### config.mk
export PLATFORM = sky130hd
export DESIGN_NAME = pc_vector_sequencer
export DESIGN_NICKNAME = d
export VERILOG_FILES = /design/src/rtl/cpu_pkg.sv /design/src/rtl/intr_pending_latch.sv /design/src/rtl/pc_vector_sequencer.sv
export SDC_FILE = /design/constraint.sdc
export NUM_CORES = 1
export LEC_CHECK = 0
export CAP_MARGIN = 30
export CORE_MARGIN = 2
export CORE_UTILIZATION = 35
export DETAILED_ROUTE_END_ITERATION = 10
export HOLD_SLACK_MARGIN = 0.1
export PLACE_DENSITY = 0.84
export SLEW_MARGIN = 20
export SYNTH_ARGS = -nofsm -noshare
export SYNTH_HDL_FRONTEND = slang
export SYNTH_HIERARCHICAL = 1
export SYNTH_SLANG_ARGS = --single-unit
### constraint.sdc
create_clock -name clk -period 2.65 [get_ports clk]
set_clock_uncertainty 0.05 [all_clocks]
set_input_delay 0.3975 -clock clk [delete_from_list [all_inputs] [get_ports clk]]
set_output_delay 0.3975 -clock clk [all_outputs]
set_load 0.01 [all_outputs]
### src/rtl/cpu_pkg.sv
// Shared definitions for the core's control blocks.
//   ADDR_W / DATA_W   : data-memory address and data widths.
//   RESET_VEC_ADDR    : memory cell holding the reset vector.
//   INTR_VEC_ADDR     : memory cell holding the interrupt vector.
//   seq_state_t       : states of the PC vector sequencer.
package cpu_pkg;

    localparam int ADDR_W = 8;
    localparam int DATA_W = 8;

    localparam logic [ADDR_W-1:0] RESET_VEC_ADDR = 8'h00;
    localparam logic [ADDR_W-1:0] INTR_VEC_ADDR  = 8'h01;

    typedef enum logic [2:0] {
        RUN      = 3'd0,
        PUSH     = 3'd1,
        VEC_RD   = 3'd2,
        VEC_WAIT = 3'd3,
        LOAD     = 3'd4
    } seq_state_t;

endpackage

### src/rtl/intr_pending_latch.sv
// Interrupt request latch.
// Registers intr_in, detects its 0->1 edge and holds a pending flag until
// the sequencer services it.
//   clk, rst   : clock, synchronous active-high reset.
//   intr_in    : raw interrupt request level.
//   flush      : drop any pending request (external reset request).
//   clear      : request serviced this cycle.
//   pending    : an interrupt edge has been seen and not yet serviced.
// Priority: flush > new edge > clear, so an edge arriving in the service
// cycle is not lost.
module intr_pending_latch
    import cpu_pkg::*;
(
    input  logic clk,
    input  logic rst,
    input  logic intr_in,
    input  logic flush,
    input  logic clear,
    output logic pending
);

    logic intr_q;
    logic intr_rise;

    assign intr_rise = intr_in & ~intr_q;

    always_ff @(posedge clk) begin
        if (rst) begin
            intr_q  <= 1'b0;
            pending <= 1'b0;
        end else begin
            intr_q <= intr_in;
            if (flush) begin
                pending <= 1'b0;
            end else if (intr_rise) begin
                pending <= 1'b1;
            end else if (clear) begin
                pending <= 1'b0;
            end
        end
    end

endmodule

### src/rtl/pc_vector_sequencer.sv
// PC vector sequencer.
// Takes the data-memory port away from the core to fetch the reset vector
// (after rst or reset_in) or, on interrupt entry, to push the return PC and
// fetch the interrupt vector; then pulses pc_load with the fetched vector.
//   clk, rst        : clock, synchronous active-high reset.
//   reset_in        : external reset request (level), highest priority.
//   intr_in         : interrupt request, rising edge latched.
//   intr_enable     : global interrupt enable.
//   instr_boundary  : core may be interrupted this cycle.
//   pc_cur, sp_cur  : return address and stack pointer for the push.
//   mem_rdata       : data-memory read data (MEM_RD_LATENCY cycles after mem_rd).
//   seq_owns_mem    : memory mux select, 1 = sequencer drives the port.
//   mem_addr/rd/wr/wdata : memory port.
//   pc_load, pc_load_val : load pulse and vector for the PC.
//   sp_dec          : decrement SP (paired with the push write).
//   intr_disable, intr_ack : interrupt entry completed.
//   core_stall      : hold fetch/decode.
//   state_dbg       : current FSM state.
// MEM_RD_LATENCY must lie in 1..4.
module pc_vector_sequencer #(
    parameter logic [cpu_pkg::ADDR_W-1:0] RESET_VEC_ADDR = cpu_pkg::RESET_VEC_ADDR,
    parameter logic [cpu_pkg::ADDR_W-1:0] INTR_VEC_ADDR  = cpu_pkg::INTR_VEC_ADDR,
    parameter int                         MEM_RD_LATENCY = 1
) (
    input  logic                         clk,
    input  logic                         rst,
    input  logic                         reset_in,
    input  logic                         intr_in,
    input  logic                         intr_enable,
    input  logic                         instr_boundary,
    input  logic [cpu_pkg::ADDR_W-1:0]   pc_cur,
    input  logic [cpu_pkg::ADDR_W-1:0]   sp_cur,
    input  logic [cpu_pkg::DATA_W-1:0]   mem_rdata,
    output logic                         seq_owns_mem,
    output logic [cpu_pkg::ADDR_W-1:0]   mem_addr,
    output logic                         mem_rd,
    output logic                         mem_wr,
    output logic [cpu_pkg::DATA_W-1:0]   mem_wdata,
    output logic                         pc_load,
    output logic [cpu_pkg::ADDR_W-1:0]   pc_load_val,
    output logic                         sp_dec,
    output logic                         intr_disable,
    output logic                         intr_ack,
    output logic                         core_stall,
    output cpu_pkg::seq_state_t          state_dbg
);

    import cpu_pkg::*;

    localparam logic [1:0] WAIT_INIT = 2'(MEM_RD_LATENCY - 1);

    seq_state_t          state, state_next;
    logic                vsel, vsel_next;     // 0 = reset vector, 1 = interrupt vector
    logic [1:0]          wait_cnt;
    logic [DATA_W-1:0]   vec_q;
    logic                pending;
    logic                pending_clear;

    // Servicing completes in the LOAD cycle of an interrupt sequence.
    assign pending_clear = (state == LOAD) && vsel;

    intr_pending_latch u_pending (
        .clk     (clk),
        .rst     (rst),
        .intr_in (intr_in),
        .flush   (reset_in),
        .clear   (pending_clear),
        .pending (pending)
    );

    always_ff @(posedge clk) begin
        if (rst) begin
            state    <= VEC_RD;
            vsel     <= 1'b0;
            wait_cnt <= 2'd0;
            vec_q    <= '0;
        end else begin
            state <= state_next;
            vsel  <= vsel_next;
            if (state == VEC_RD) begin
                wait_cnt <= WAIT_INIT;
            end else if ((state == VEC_WAIT) && (wait_cnt != 2'd0)) begin
                wait_cnt <= wait_cnt - 2'd1;
            end
            if ((state == VEC_WAIT) && (wait_cnt == 2'd0)) begin
                vec_q <= mem_rdata;
            end
        end
    end

    always_comb begin
        state_next = state;
        vsel_next  = vsel;
        case (state)
            RUN: begin
                if (pending && intr_enable && instr_boundary) begin
                    state_next = PUSH;
                    vsel_next  = 1'b1;
                end
            end
            PUSH:     state_next = VEC_RD;
            VEC_RD:   state_next = VEC_WAIT;
            VEC_WAIT: begin
                if (wait_cnt == 2'd0) begin
                    state_next = LOAD;
                end
            end
            LOAD:     state_next = RUN;
            default: begin
                state_next = VEC_RD;
                vsel_next  = 1'b0;
            end
        endcase
        // An external reset request overrides whatever was in progress.
        if (reset_in) begin
            state_next = VEC_RD;
            vsel_next  = 1'b0;
        end
    end

    // Outputs decode the state; while rst is held every strobe is forced
    // low so nothing reaches memory or the PC before reset is released.
    always_comb begin
        core_stall   = rst || (state != RUN);
        seq_owns_mem = core_stall;
        mem_addr     = RESET_VEC_ADDR;
        mem_rd       = 1'b0;
        mem_wr       = 1'b0;
        mem_wdata    = '0;
        pc_load      = 1'b0;
        pc_load_val  = vec_q;
        sp_dec       = 1'b0;
        intr_disable = 1'b0;
        intr_ack     = 1'b0;
        if (!rst) begin
            case (state)
                PUSH: begin
                    mem_addr  = sp_cur;
                    mem_wr    = 1'b1;
                    mem_wdata = pc_cur;
                    sp_dec    = 1'b1;
                end
                VEC_RD: begin
                    mem_addr = vsel ? INTR_VEC_ADDR : RESET_VEC_ADDR;
                    mem_rd   = 1'b1;
                end
                VEC_WAIT: begin
                    mem_addr = vsel ? INTR_VEC_ADDR : RESET_VEC_ADDR;
                end
                LOAD: begin
                    pc_load      = 1'b1;
                    intr_ack     = vsel;
                    intr_disable = vsel;
                end
                default: ;
            endcase
        end
    end

    assign state_dbg = state;

endmodule

==> results.sh, run 1 <==
export IMPL_status="complete, no violations"
export IMPL_cts_buffer_depth=2
export IMPL_dr_pass1_iters=4
export IMPL_clock_sinks=16
export IMPL_placed_cell_area_sq_um=1468
export IMPL_synth_main_ff_cell="dfxtp_1"
export IMPL_crit_cells=5
export IMPL_syn_nets=137
export IMPL_postRouteAntennaNets=0
export IMPL_grt_pass1_wl_um=3836
export IMPL_boundaryPins=65
export IMPL_path_common_cell="clkdlybuf4s50_1"
export IMPL_worst_pin_slew_ps=404.0
export IMPL_wl_um=2508
export IMPL_fin_area_sq_um=1505
export IMPL_core_area_sq_um=2212
export IMPL_drtIter0Drc=13
export IMPL_cp_buffers_inverters=2
export IMPL_synth_xor_area_frac=0
export IMPL_vias=971
export IMPL_clock_fmax_mhz=415.0
export IMPL_die_x_um=52.58
export IMPL_grt_usage=0.1869
export IMPL_viasPerCell=4.954
export IMPL_synth_seq_cells=16
export IMPL_path_cells="clkdlybuf4s50_1 -> nor2_1 -> and3_2 -> and2_1 -> clkdlybuf4s50_1"
export IMPL_cts_root_buf="clkbuf_4"
export IMPL_finish_utilization=0.6804
export IMPL_critPathTopFamily="buffers and inverters"
export IMPL_yosys_top_cells_area="dfxtp_1 (39%), and2_1 (12%), nand2_1 (10%)"
export IMPL_r2r_start="wait_cnt[0]$_SDFFE_PP0P_"
export IMPL_synthToLayoutAreaGrowth_pct=82.27
export IMPL_n_antenna_cell=0
export IMPL_p_total_mw=0.5220
export IMPL_period_share=0.9092
export IMPL_synth_simple_area_share=0.4045
export IMPL_cts_tree="done"
export IMPL_hold_violations=0
export IMPL_fin_setup_tns_ps=0
export IMPL_syn_cell_area_sq_um=825.8
export IMPL_post_dp_hpwl_um=1999
export IMPL_die_height_um=52.58
export IMPL_synthDominantCellAreaShare=0.3879
export IMPL_synthArstFlopShare=0
export IMPL_drive_above_1_share=0.05357
export IMPL_r2r_end="wait_cnt[0]$_SDFFE_PP0P_"
export IMPL_period_minus_slack_ps=2409
export IMPL_synth_fa_ha_area_frac=0.01515
export IMPL_ys_seq_area_frac=0.3879
export IMPL_leakage_nw=0.5546
export IMPL_grt_max_degree=18
export IMPL_synthTopCellsByCount="nand2_1 (23), and2_1 (16), dfxtp_1 (16)"
export IMPL_path_max_fanout=17
export IMPL_cpPeakStageDelay_ps=530
export IMPL_numCtsBuffers=3
export IMPL_cap_violations=0
export IMPL_die_area_sq_um=2764
export IMPL_setup_worst_path_end="mem_addr[6]"
export IMPL_nets=200
export IMPL_ir_worst_vdd_v=0.0003477
export IMPL_crit_slowest_cell="clkdlybuf4s50_1"
export IMPL_gp_congestion=0.8598
export IMPL_max_slew_margin_rel=0.7293
export IMPL_critical_path_class="input pin to output port"
export IMPL_htree_levels=1
export IMPL_synth_area_mux_share=0
export IMPL_finalSetupViolCount=0
export IMPL_yosysMostFrequentCell="nand2_1"
export IMPL_required_ps=2200
export IMPL_critPathLaunch="rst"
export IMPL_drc=0
export IMPL_worst_setup_path_end_kind="output port"
export IMPL_rsz0062_at_grt="false"
export IMPL_path_clk_slew_ps=90
export IMPL_start_util=0.3733
export IMPL_grt_pass1_vias=920
export IMPL_regToRegSetupSlack_ps=1100
export IMPL_synth_largest_area_cell="dfxtp_1"
export IMPL_row_count=17
export IMPL_report_final_slew_viol_count=0
export IMPL_syn_inst=106
export IMPL_clock_latency_ps=290
export IMPL_synth_compound_area_frac=0.1197
export IMPL_synth_top_family_by_area="simple AND/OR/NAND/NOR gates"
export IMPL_numPortBuffers=64
export IMPL_grt_overflow=0
export IMPL_power_density_nw_per_um2=346.8
export IMPL_synth_cell_type_count=26
export IMPL_arrival_ps=1960
export IMPL_startpoint_type="input pin"
export IMPL_synth_edff_count=0
export IMPL_wl_per_cell_um=12.80
export IMPL_hp_class="flop to flop"
export IMPL_antenna_found_initial=0
export IMPL_avgSynthCellArea_sq_um=7.790
export IMPL_yosys_warnings=6
export IMPL_reg2regPathDepth=4
-- sequential cells by signal (all words and copies together) (netlist names) --
signal / cells
pc_load_val: 8
state_dbg: 3
u_pending/intr_q: 1
u_pending/pending: 1
vsel: 1
wait_cnt: 2
-- cells in the final DEF (no fill, tap or decap), drive strengths merged, types with 3 or more instances in the layout --
cell / Yosys / layout
clkdlybuf4s50: 0 / 64
nand2: 23 / 23
and2: 16 / 16
dfxtp: 16 / 16
a21oi: 8 / 8
nor2: 4 / 4
o21ai: 4 / 4
clkbuf: 1 / 4
inv: 3 / 3
a31oi: 3 / 3
nand2b: 3 / 3
-- worst min path at each step --
stage | cells after the start | slack [ps] | from | endpoint
floorplan | 2 | 400 | wait_cnt[1]$_SDFFE_PP0P_ | wait_cnt[1]$_SDFFE_PP0P_
global placement | 2 | 390 | pc_load_val[2]$_SDFFE_PP0P_ | pc_load_val[2]$_SDFFE_PP0P_
detailed placement | 2 | 400 | pc_load_val[2]$_SDFFE_PP0P_ | pc_load_val[2]$_SDFFE_PP0P_
CTS | 2 | 410 | pc_load_val[2]$_SDFFE_PP0P_ | pc_load_val[2]$_SDFFE_PP0P_
global route | 2 | 420 | pc_load_val[2]$_SDFFE_PP0P_ | pc_load_val[2]$_SDFFE_PP0P_
finish | 2 | 410 | pc_load_val[2]$_SDFFE_PP0P_ | pc_load_val[2]$_SDFFE_PP0P_
-- cell families after synthesis --
group / after synthesis
AO/OA/AOI/OAI: 17
adder cells (fa/ha/maj): 1
buffers and inverters: 11
flip-flops: 16
AND/OR/NAND/NOR: 61
-- power by group --
part | leakage, nW | switching, mW | total, mW | internal [mW]
clock | 0.0210 | 0.0758 | 0.159 | 0.0837
combinational | 0.403 | 0.0359 | 0.103 | 0.0675
sequential | 0.130 | 0.00920 | 0.259 | 0.250
-- metal layers --
layer | up-vias | part of all wire | track usage
met1 | 413 | 0.36 | 0.1828
met3 | 4 | 0.18 | 0.09714
met5 | - | 0 | 0
li1 | 479 | - | -
met2 | 75 | 0.45 | 0.3313
met4 | 0 | 0.0092 | 0.06838
-- tightest hold or removal path: cells and delay by family, from the launching register on --
family	cells	cell delay [ps]
flip-flops	1	320
AND/OR/NAND/NOR	1	50
AO/OA/AOI/OAI	1	50
-- layout make-up --
| type | instances | area, sq um |
|---|---|---|
| multi-input combinational | 79 | 446.7 |
| inverter | 3 | 11.26 |
| sequential | 16 | 320.3 |
| fill | 192 | 706.9 |
| timing repair buffer | 66 | 655.6 |
| tap | 28 | 35.03 |
| clock buffer | 4 | 36.28 |
-- metrics by stage --
step,setup WS (ps),hold slack (ps),cells
after floorplan,939.9,398.7,106
after global placement,154.8,393.1,192
after detailed placement,119.6,398.7,192
after global routing,107.8,425.0,196
after CTS,119.7,408.8,196
final,240.6,408.3,196
-- timing repair --
item	CTS	global route
resized for setup	0	1
setup buffers	0	0
hold buffers	0	0
setup endpoints to repair	0	15
(Power assumes the default switching activity.)
==> run 2: changes to the inputs <==
--- a/config.mk
+++ b/config.mk
@@ -6,10 +6,10 @@
 export NUM_CORES = 1
 export LEC_CHECK = 0
 export CAP_MARGIN = 30
+export CORE_ASPECT_RATIO = 1.2
 export CORE_MARGIN = 2
 export CORE_UTILIZATION = 35
 export DETAILED_ROUTE_END_ITERATION = 10
-export HOLD_SLACK_MARGIN = 0.1
 export PLACE_DENSITY = 0.84
 export SLEW_MARGIN = 20
 export SYNTH_ARGS = -nofsm -noshare
==> run 2 against run 1 <==
Net effect: sequential power hardly changed; highest routed layer is now met3; global-route usage is 1.3 points lower; wire length is 6.4% lower; clock-buffer cell count is 1 lower; largest power group unchanged; sequential cell count stayed put; cell area is 0.67% lower; via count is 0.82% lower; first-iteration DRC count is 62% lower; register-to-register slack hardly changed; non-clock buffer count stayed put; total power is 7.5% lower; critical endpoint is now mem_wdata[3]; sequential share of layout area is 0.14 points higher.
==> results.sh, run 2 (synthesized netlist as in run 1, its figures left out) <==
export IMPL_setup_worst_path_end="mem_wdata[3]"
export IMPL_hp_class="flop to flop"
export IMPL_path_clk_slew_ps=90
export IMPL_htree_levels=1
export IMPL_max_slew_margin_rel=0.7162
export IMPL_drc=0
export IMPL_drtIter0Drc=5
export IMPL_fin_setup_tns_ps=0
export IMPL_numCtsBuffers=3
export IMPL_arrival_ps=2000
export IMPL_die_height_um=57.21
export IMPL_critPathTopFamily="buffers and inverters"
export IMPL_path_max_fanout=17
export IMPL_grt_max_degree=18
export IMPL_clock_fmax_mhz=409.4
export IMPL_report_final_slew_viol_count=0
export IMPL_clock_latency_ps=270
export IMPL_worst_pin_slew_ps=423.5
export IMPL_placed_cell_area_sq_um=1471
export IMPL_critPathLaunch="rst"
export IMPL_row_count=19
export IMPL_status="complete, no violations"
export IMPL_synthToLayoutAreaGrowth_pct=81.06
export IMPL_fin_area_sq_um=1495
export IMPL_required_ps=2200
export IMPL_cts_root_buf="clkbuf_4"
export IMPL_wl_per_cell_um=11.86
export IMPL_period_share=0.9217
export IMPL_hold_violations=0
export IMPL_cts_resized=0
export IMPL_core_area_sq_um=2258
export IMPL_grt_pass1_wl_um=3919
export IMPL_r2r_start="wait_cnt[0]$_SDFFE_PP0P_"
export IMPL_regToRegSetupSlack_ps=1100
export IMPL_final_cells=198
export IMPL_power_density_nw_per_um2=323.1
export IMPL_numPortBuffers=64
export IMPL_startpoint_type="input pin"
export IMPL_reg2regPathDepth=4
export IMPL_n_antenna_cell=0
export IMPL_vias=963
export IMPL_worst_setup_path_end_kind="output port"
export IMPL_post_dp_hpwl_um=1891
export IMPL_period_minus_slack_ps=2443
export IMPL_die_x_um=48.34
export IMPL_leakage_nw=0.5474
export IMPL_postRouteAntennaNets=0
export IMPL_placedCellCount=195
export IMPL_cts_setup_buffers=0
export IMPL_boundaryPins=65
export IMPL_grt_usage=0.1738
export IMPL_drive_above_1_share=0.04790
export IMPL_ir_worst_vdd_v=0.0003159
export IMPL_cp_buffers_inverters=2
export IMPL_rsz0062_at_grt="false"
export IMPL_path_common_cell="clkdlybuf4s50_1"
export IMPL_dr_pass1_iters=4
export IMPL_wl_um=2348
export IMPL_clock_sinks=16
export IMPL_path_cells="clkdlybuf4s50_1 -> nor2_1 -> and3_2 -> and2_1 -> clkdlybuf4s50_1"
export IMPL_grt_overflow=0
export IMPL_cpPeakStageDelay_ps=540
export IMPL_finalSetupViolCount=0
export IMPL_crit_slowest_cell="clkdlybuf4s50_1"
export IMPL_hold_buffers=0
export IMPL_antenna_found_initial=0
export IMPL_critical_path_class="input pin to output port"
export IMPL_crit_cells=5
export IMPL_largest_reg_flops=8
export IMPL_fillers=187
export IMPL_cts_tree="done"
export IMPL_die_area_sq_um=2766
export IMPL_grt_pass1_vias=867
export IMPL_most_common_layout_cells="clkdlybuf4s50_1 (64), nand2_1 (23), and2_1 (16), dfxtp_1 (16), a21oi_1 (8)"
export IMPL_cts_buffer_depth=2
export IMPL_final_common_cell="clkdlybuf4s50_1"
export IMPL_nets=200
export IMPL_gp_congestion=0.6781
export IMPL_cap_violations=0
export IMPL_start_util=0.3657
export IMPL_viasPerCell=4.864
export IMPL_r2r_end="wait_cnt[0]$_SDFFE_PP0P_"
run 2: cell count changes in the layout (fill, tap and decap cells not counted):
cell,change
clkbuf_8,-1
run 2: layer usage:
| metal | GRT usage | part of all wire | routed length (um) |
|---|---|---|---|
| met5 | 0 | 0 | 0 |
| met4 | 0.02449 | 0 | 0 |
| met3 | 0.07068 | 0.11 | 260 |
| met2 | 0.3036 | 0.46 | 1091 |
| met1 | 0.2070 | 0.42 | 997 |
run 2: through the flow:
stage	power [mW]	utilization	worst slack [ps]	hold WS [ps]
2_1_floorplan	0.2951	-	939.9	398.7
3_3_place_gp	0.3656	0.6515	153.0	391.8
3_5_place_dp	0.3677	0.6515	84.45	399.6
4_1_cts	0.4900	0.6615	80.56	412.4
5_1_grt	0.5074	0.6621	81.99	431.3
6_report	0.4830	0.6621	207.5	409.3
run 2: how the worst min path moves through the flow:
stage                     cells after the start  slack, ps                         from                           to
after floorplan                               2        400     wait_cnt[1]$_SDFFE_PP0P_     wait_cnt[1]$_SDFFE_PP0P_
after global placement                        2        390  pc_load_val[2]$_SDFFE_PP0P_  pc_load_val[2]$_SDFFE_PP0P_
after detailed placement                      2        400  pc_load_val[2]$_SDFFE_PP0P_  pc_load_val[2]$_SDFFE_PP0P_
after CTS                                     2        410  pc_load_val[2]$_SDFFE_PP0P_  pc_load_val[2]$_SDFFE_PP0P_
after global routing                          2        430  pc_load_val[2]$_SDFFE_PP0P_  pc_load_val[2]$_SDFFE_PP0P_
final                                         2        410  pc_load_val[1]$_SDFFE_PP0P_  pc_load_val[1]$_SDFFE_PP0P_
run 2: layout make-up:
cell class,instances,area (sq um),area share
Timing Repair Buffer,66,655.6,0.4385
Multi-Input combinational cell,79,446.7,0.2987
Sequential cell,16,320.3,0.2142
Tap cell,31,38.79,0.02594
Clock buffer,3,22.52,0.01506
Inverter,3,11.26,0.007531
run 2: worst min-delay path: cells and delay by family, from the launching register on:
kind,cells,cell delay (ps)
AO/OA/AOI/OAI,1,50
flip-flops,1,320
AND/OR/NAND/NOR,1,50
run 2: power breakdown:
part	internal [mW]	switching, mW	total (mW)
logic	0.0675	0.0349	0.102
clock network	0.0526	0.0688	0.121
registers	0.250	0.00941	0.259
total	0.370	0.113	0.483
==> run 3: changes to the inputs <==
--- a/config.mk
+++ b/config.mk
@@ -5,12 +5,13 @@
 export SDC_FILE = /design/constraint.sdc
 export NUM_CORES = 1
 export LEC_CHECK = 0
+export ABC_AREA = 1
 export CAP_MARGIN = 30
 export CORE_ASPECT_RATIO = 1.2
 export CORE_MARGIN = 2
-export CORE_UTILIZATION = 35
+export CORE_UTILIZATION = 36
 export DETAILED_ROUTE_END_ITERATION = 10
-export PLACE_DENSITY = 0.84
+export PLACE_DENSITY = 0.85
 export SLEW_MARGIN = 20
 export SYNTH_ARGS = -nofsm -noshare
 export SYNTH_HDL_FRONTEND = slang
==> run 3 against run 2 <==
Net effect: global-route usage up 0.78 points; via count up 9.7%; critical path depth is 1 higher; total power is 1.9% higher; register-to-register slack improved by 190 ps; fmax up 4.0%; combinational power is 9.8% higher; wire length is 8.2% higher; sequential share of layout area fell by 0.49 points; sequential power barely moved; utilization grew 0.85 points; largest cell class unchanged; highest routed layer is now met4.
==> results.sh, run 3 <==
export IMPL_numCtsBuffers=3
export IMPL_leakage_nw=0.6673
export IMPL_worstHoldPathCells=2
export IMPL_postRouteAntennaNets=0
export IMPL_vias=1056
export IMPL_grt_usage=0.1816
export IMPL_final_common_cell="clkdlybuf4s50_1"
export IMPL_fillers=207
export IMPL_swShare=0.2471
export IMPL_final_cells=231
export IMPL_power_frac_seq=0.521
export IMPL_power_density_nw_per_um2=321.8
export IMPL_grt_overflow=0
export IMPL_cts_resized=0
export IMPL_avgSynthCellArea_sq_um=6.283
export IMPL_synthArstFlopShare=0
export IMPL_htree_levels=1
export IMPL_boundaryPins=65
export IMPL_hold_violations=0
export IMPL_wl_per_cell_um=11.00
export IMPL_synth_main_ff_cell="dfxtp_1"
export IMPL_drtIter0Drc=19
export IMPL_cap_violations=0
export IMPL_nets=233
export IMPL_grt_pass1_vias=1007
export IMPL_reg2regPathDepth=7
export IMPL_antenna_found_initial=0
export IMPL_report_final_slew_viol_count=0
export IMPL_critical_path_class="flop to output port"
export IMPL_hold_buffers=0
export IMPL_yosys_warnings=6
export IMPL_core_area_sq_um=2282
export IMPL_yosysMostFrequentCell="nor2_1"
export IMPL_post_dp_hpwl_um=2173
export IMPL_clock_sinks=16
export IMPL_synth_seq_cells=16
export IMPL_finalSetupViolCount=0
export IMPL_switchingPower_mw=0.1216
export IMPL_cts_buffer_depth=2
export IMPL_most_common_layout_cells="clkdlybuf4s50_1 (64), nor2_1 (30), inv_1 (29)"
export IMPL_die_area_sq_um=2819
export IMPL_period_share=0.8865
export IMPL_synthToLayoutAreaGrowth_pct=76.48
export IMPL_dr_pass1_iters=4
export IMPL_grt_pass1_wl_um=4071
export IMPL_synthTopCellsByCount="nor2_1 (30), inv_1 (29), nand2_1 (24)"
export IMPL_finish_utilization=0.6705
export IMPL_arrival_ps=1900
export IMPL_crit_slowest_cell="clkdlybuf4s50_1"
export IMPL_top_layer="met4"
export IMPL_die_height_um=57.76
export IMPL_rsz0062_at_grt="false"
export IMPL_die_x_um=48.80
export IMPL_max_slew_margin_rel=0.7568
export IMPL_path_common_cell="nor2_1"
export IMPL_path_clk_slew_ps=90
export IMPL_status="complete, no violations"
export IMPL_path_cells="inv_2 -> nand2_1 -> nor2_1 -> nand2_2 -> nor2_1 -> clkdlybuf4s50_1"
export IMPL_grt_max_degree=17
export IMPL_worst_setup_path_end_kind="output port"
export IMPL_cts_tree="done"
export IMPL_crit_cells=6
export IMPL_cp_buffers_inverters=2
export IMPL_syn_nets=169
export IMPL_synth_edff_count=0
export IMPL_required_ps=2200
export IMPL_start_util=0.3799
export IMPL_setup_slack_ps=300.7
export IMPL_cpPeakStageDelay_ps=560
export IMPL_startpoint_type="flop"
export IMPL_place_ws_ps=315.6
export IMPL_path_max_fanout=16
export IMPL_comb_power_share=0.227
export IMPL_drive_above_1_share=0.05000
export IMPL_p_total_mw=0.4924
export IMPL_synth_largest_area_cell="dfxtp_1"
export IMPL_period_minus_slack_ps=2349
export IMPL_synthDominantCellAreaShare=0.3694
export IMPL_ys_seq_area_frac=0.3694
export IMPL_clock_latency_ps=280
export IMPL_pwr_share_clk=0.252
export IMPL_gp_congestion=0.7039
export IMPL_clock_fmax_mhz=425.7
export IMPL_syn_inst=138
export IMPL_placedCellCount=228
export IMPL_wl_um=2540
export IMPL_yosys_top_cells_area="dfxtp_1 (37%), nor2_1 (13%), inv_1 (13%)"
export IMPL_synth_cell_type_count=18
export IMPL_internal_power_mw=0.3707
export IMPL_critPathTopFamily="buffers and inverters"
export IMPL_cts_root_buf="clkbuf_4"
export IMPL_viasPerCell=4.571
export IMPL_route_met3_wl_um=290
export IMPL_worst_pin_slew_ps=364.8
export IMPL_hp_class="flop to flop"
export IMPL_wl_met2_um=1277
export IMPL_numPortBuffers=64
export IMPL_cts_setup_buffers=0
export IMPL_row_count=19
export IMPL_ir_worst_vdd_v=0.0002967
export IMPL_drt_met1_wl_um=943
export IMPL_n_antenna_cell=0
export IMPL_largest_reg_flops=8
export IMPL_drc=0
export IMPL_syn_cell_area_sq_um=867.1
export IMPL_fin_setup_tns_ps=0
-- run 3: cell count changes after synthesis, sizes merged, moves of 3 or more --
cell,before,now
inv,3,30
nor2,4,31
and2,16,0
nand3,2,12
a21oi,8,11
a31oi,3,0
nand2,23,26
nand2b,3,0
o21ai,4,1
-- run 3: kinds of logic after synthesis --
group / after synthesis / share of synthesized area
DFF: 16 / 0.3694
buffers and inverters: 37 / 0.1919
and+or+nand+nor: 71 / 0.3420
adders and majority gates: 1 / 0.01443
AOI/OAI and AO/OA: 13 / 0.08225
-- run 3: metrics by stage --
| step | area (sq um) | hold slack, ps |
|---|---|---|
| 3_3_place_gp | 1508 | 398.8 |
| 5_1_grt | 1530 | 443.3 |
| 3_5_place_dp | 1508 | 406.2 |
| 2_1_floorplan | 867.1 | 386.6 |
| 6_report | 1530 | 413.6 |
| 4_1_cts | 1530 | 422.2 |
-- run 3: worst paths after layout --
| kind | startpoint | slack [ps] | endpoint |
|---|---|---|---|
| worst min register to register | pc_load_val[0]$_SDFFE_PP0P_ | 410 | pc_load_val[0]$_SDFFE_PP0P_ |
| worst max-delay path | state_dbg[2]$_SDFFE_PP0P_ | 300 | mem_wdata[3] |
| worst min-delay path | pc_load_val[0]$_SDFFE_PP0P_ | 410 | pc_load_val[0]$_SDFFE_PP0P_ |
| worst max register to register | wait_cnt[0]$_SDFFE_PP0P_ | 1290 | state_dbg[0]$_SDFFE_PP0P_ |
-- run 3: tightest hold or removal path, cell delays in order, from the launching register on --
cell and delay (ps):
dfxtp_1 320, nand2_1 60, a21oi_1 50
-- run 3: area by class of cell --
cell class,count,area (sq um),area share
Clock buffer,3,22.52,0.01472
Tap cell,31,38.79,0.02535
Multi-Input combinational cell,85,380.4,0.2486
Inverter,30,112.6,0.07359
Sequential cell,16,320.3,0.2093
Timing Repair Buffer,66,655.6,0.4285
-- run 3: metal layers --
layer / global-route usage / up-vias
met5: 0 / -
met4: 0.06122 / 0
met3: 0.05412 / 4
met2: 0.3699 / 59
met1: 0.1696 / 461
li1: - / 532
-- run 3: power by group through the flow --
stage	Sequential, mW	Combinational [mW]	Clock (mW)
floorplan	0.265	0.0369	0
global placement	0.261	0.110	0
detailed placement	0.262	0.113	0
CTS	0.256	0.113	0.129
global route	0.258	0.122	0.138
finish	0.256	0.112	0.124
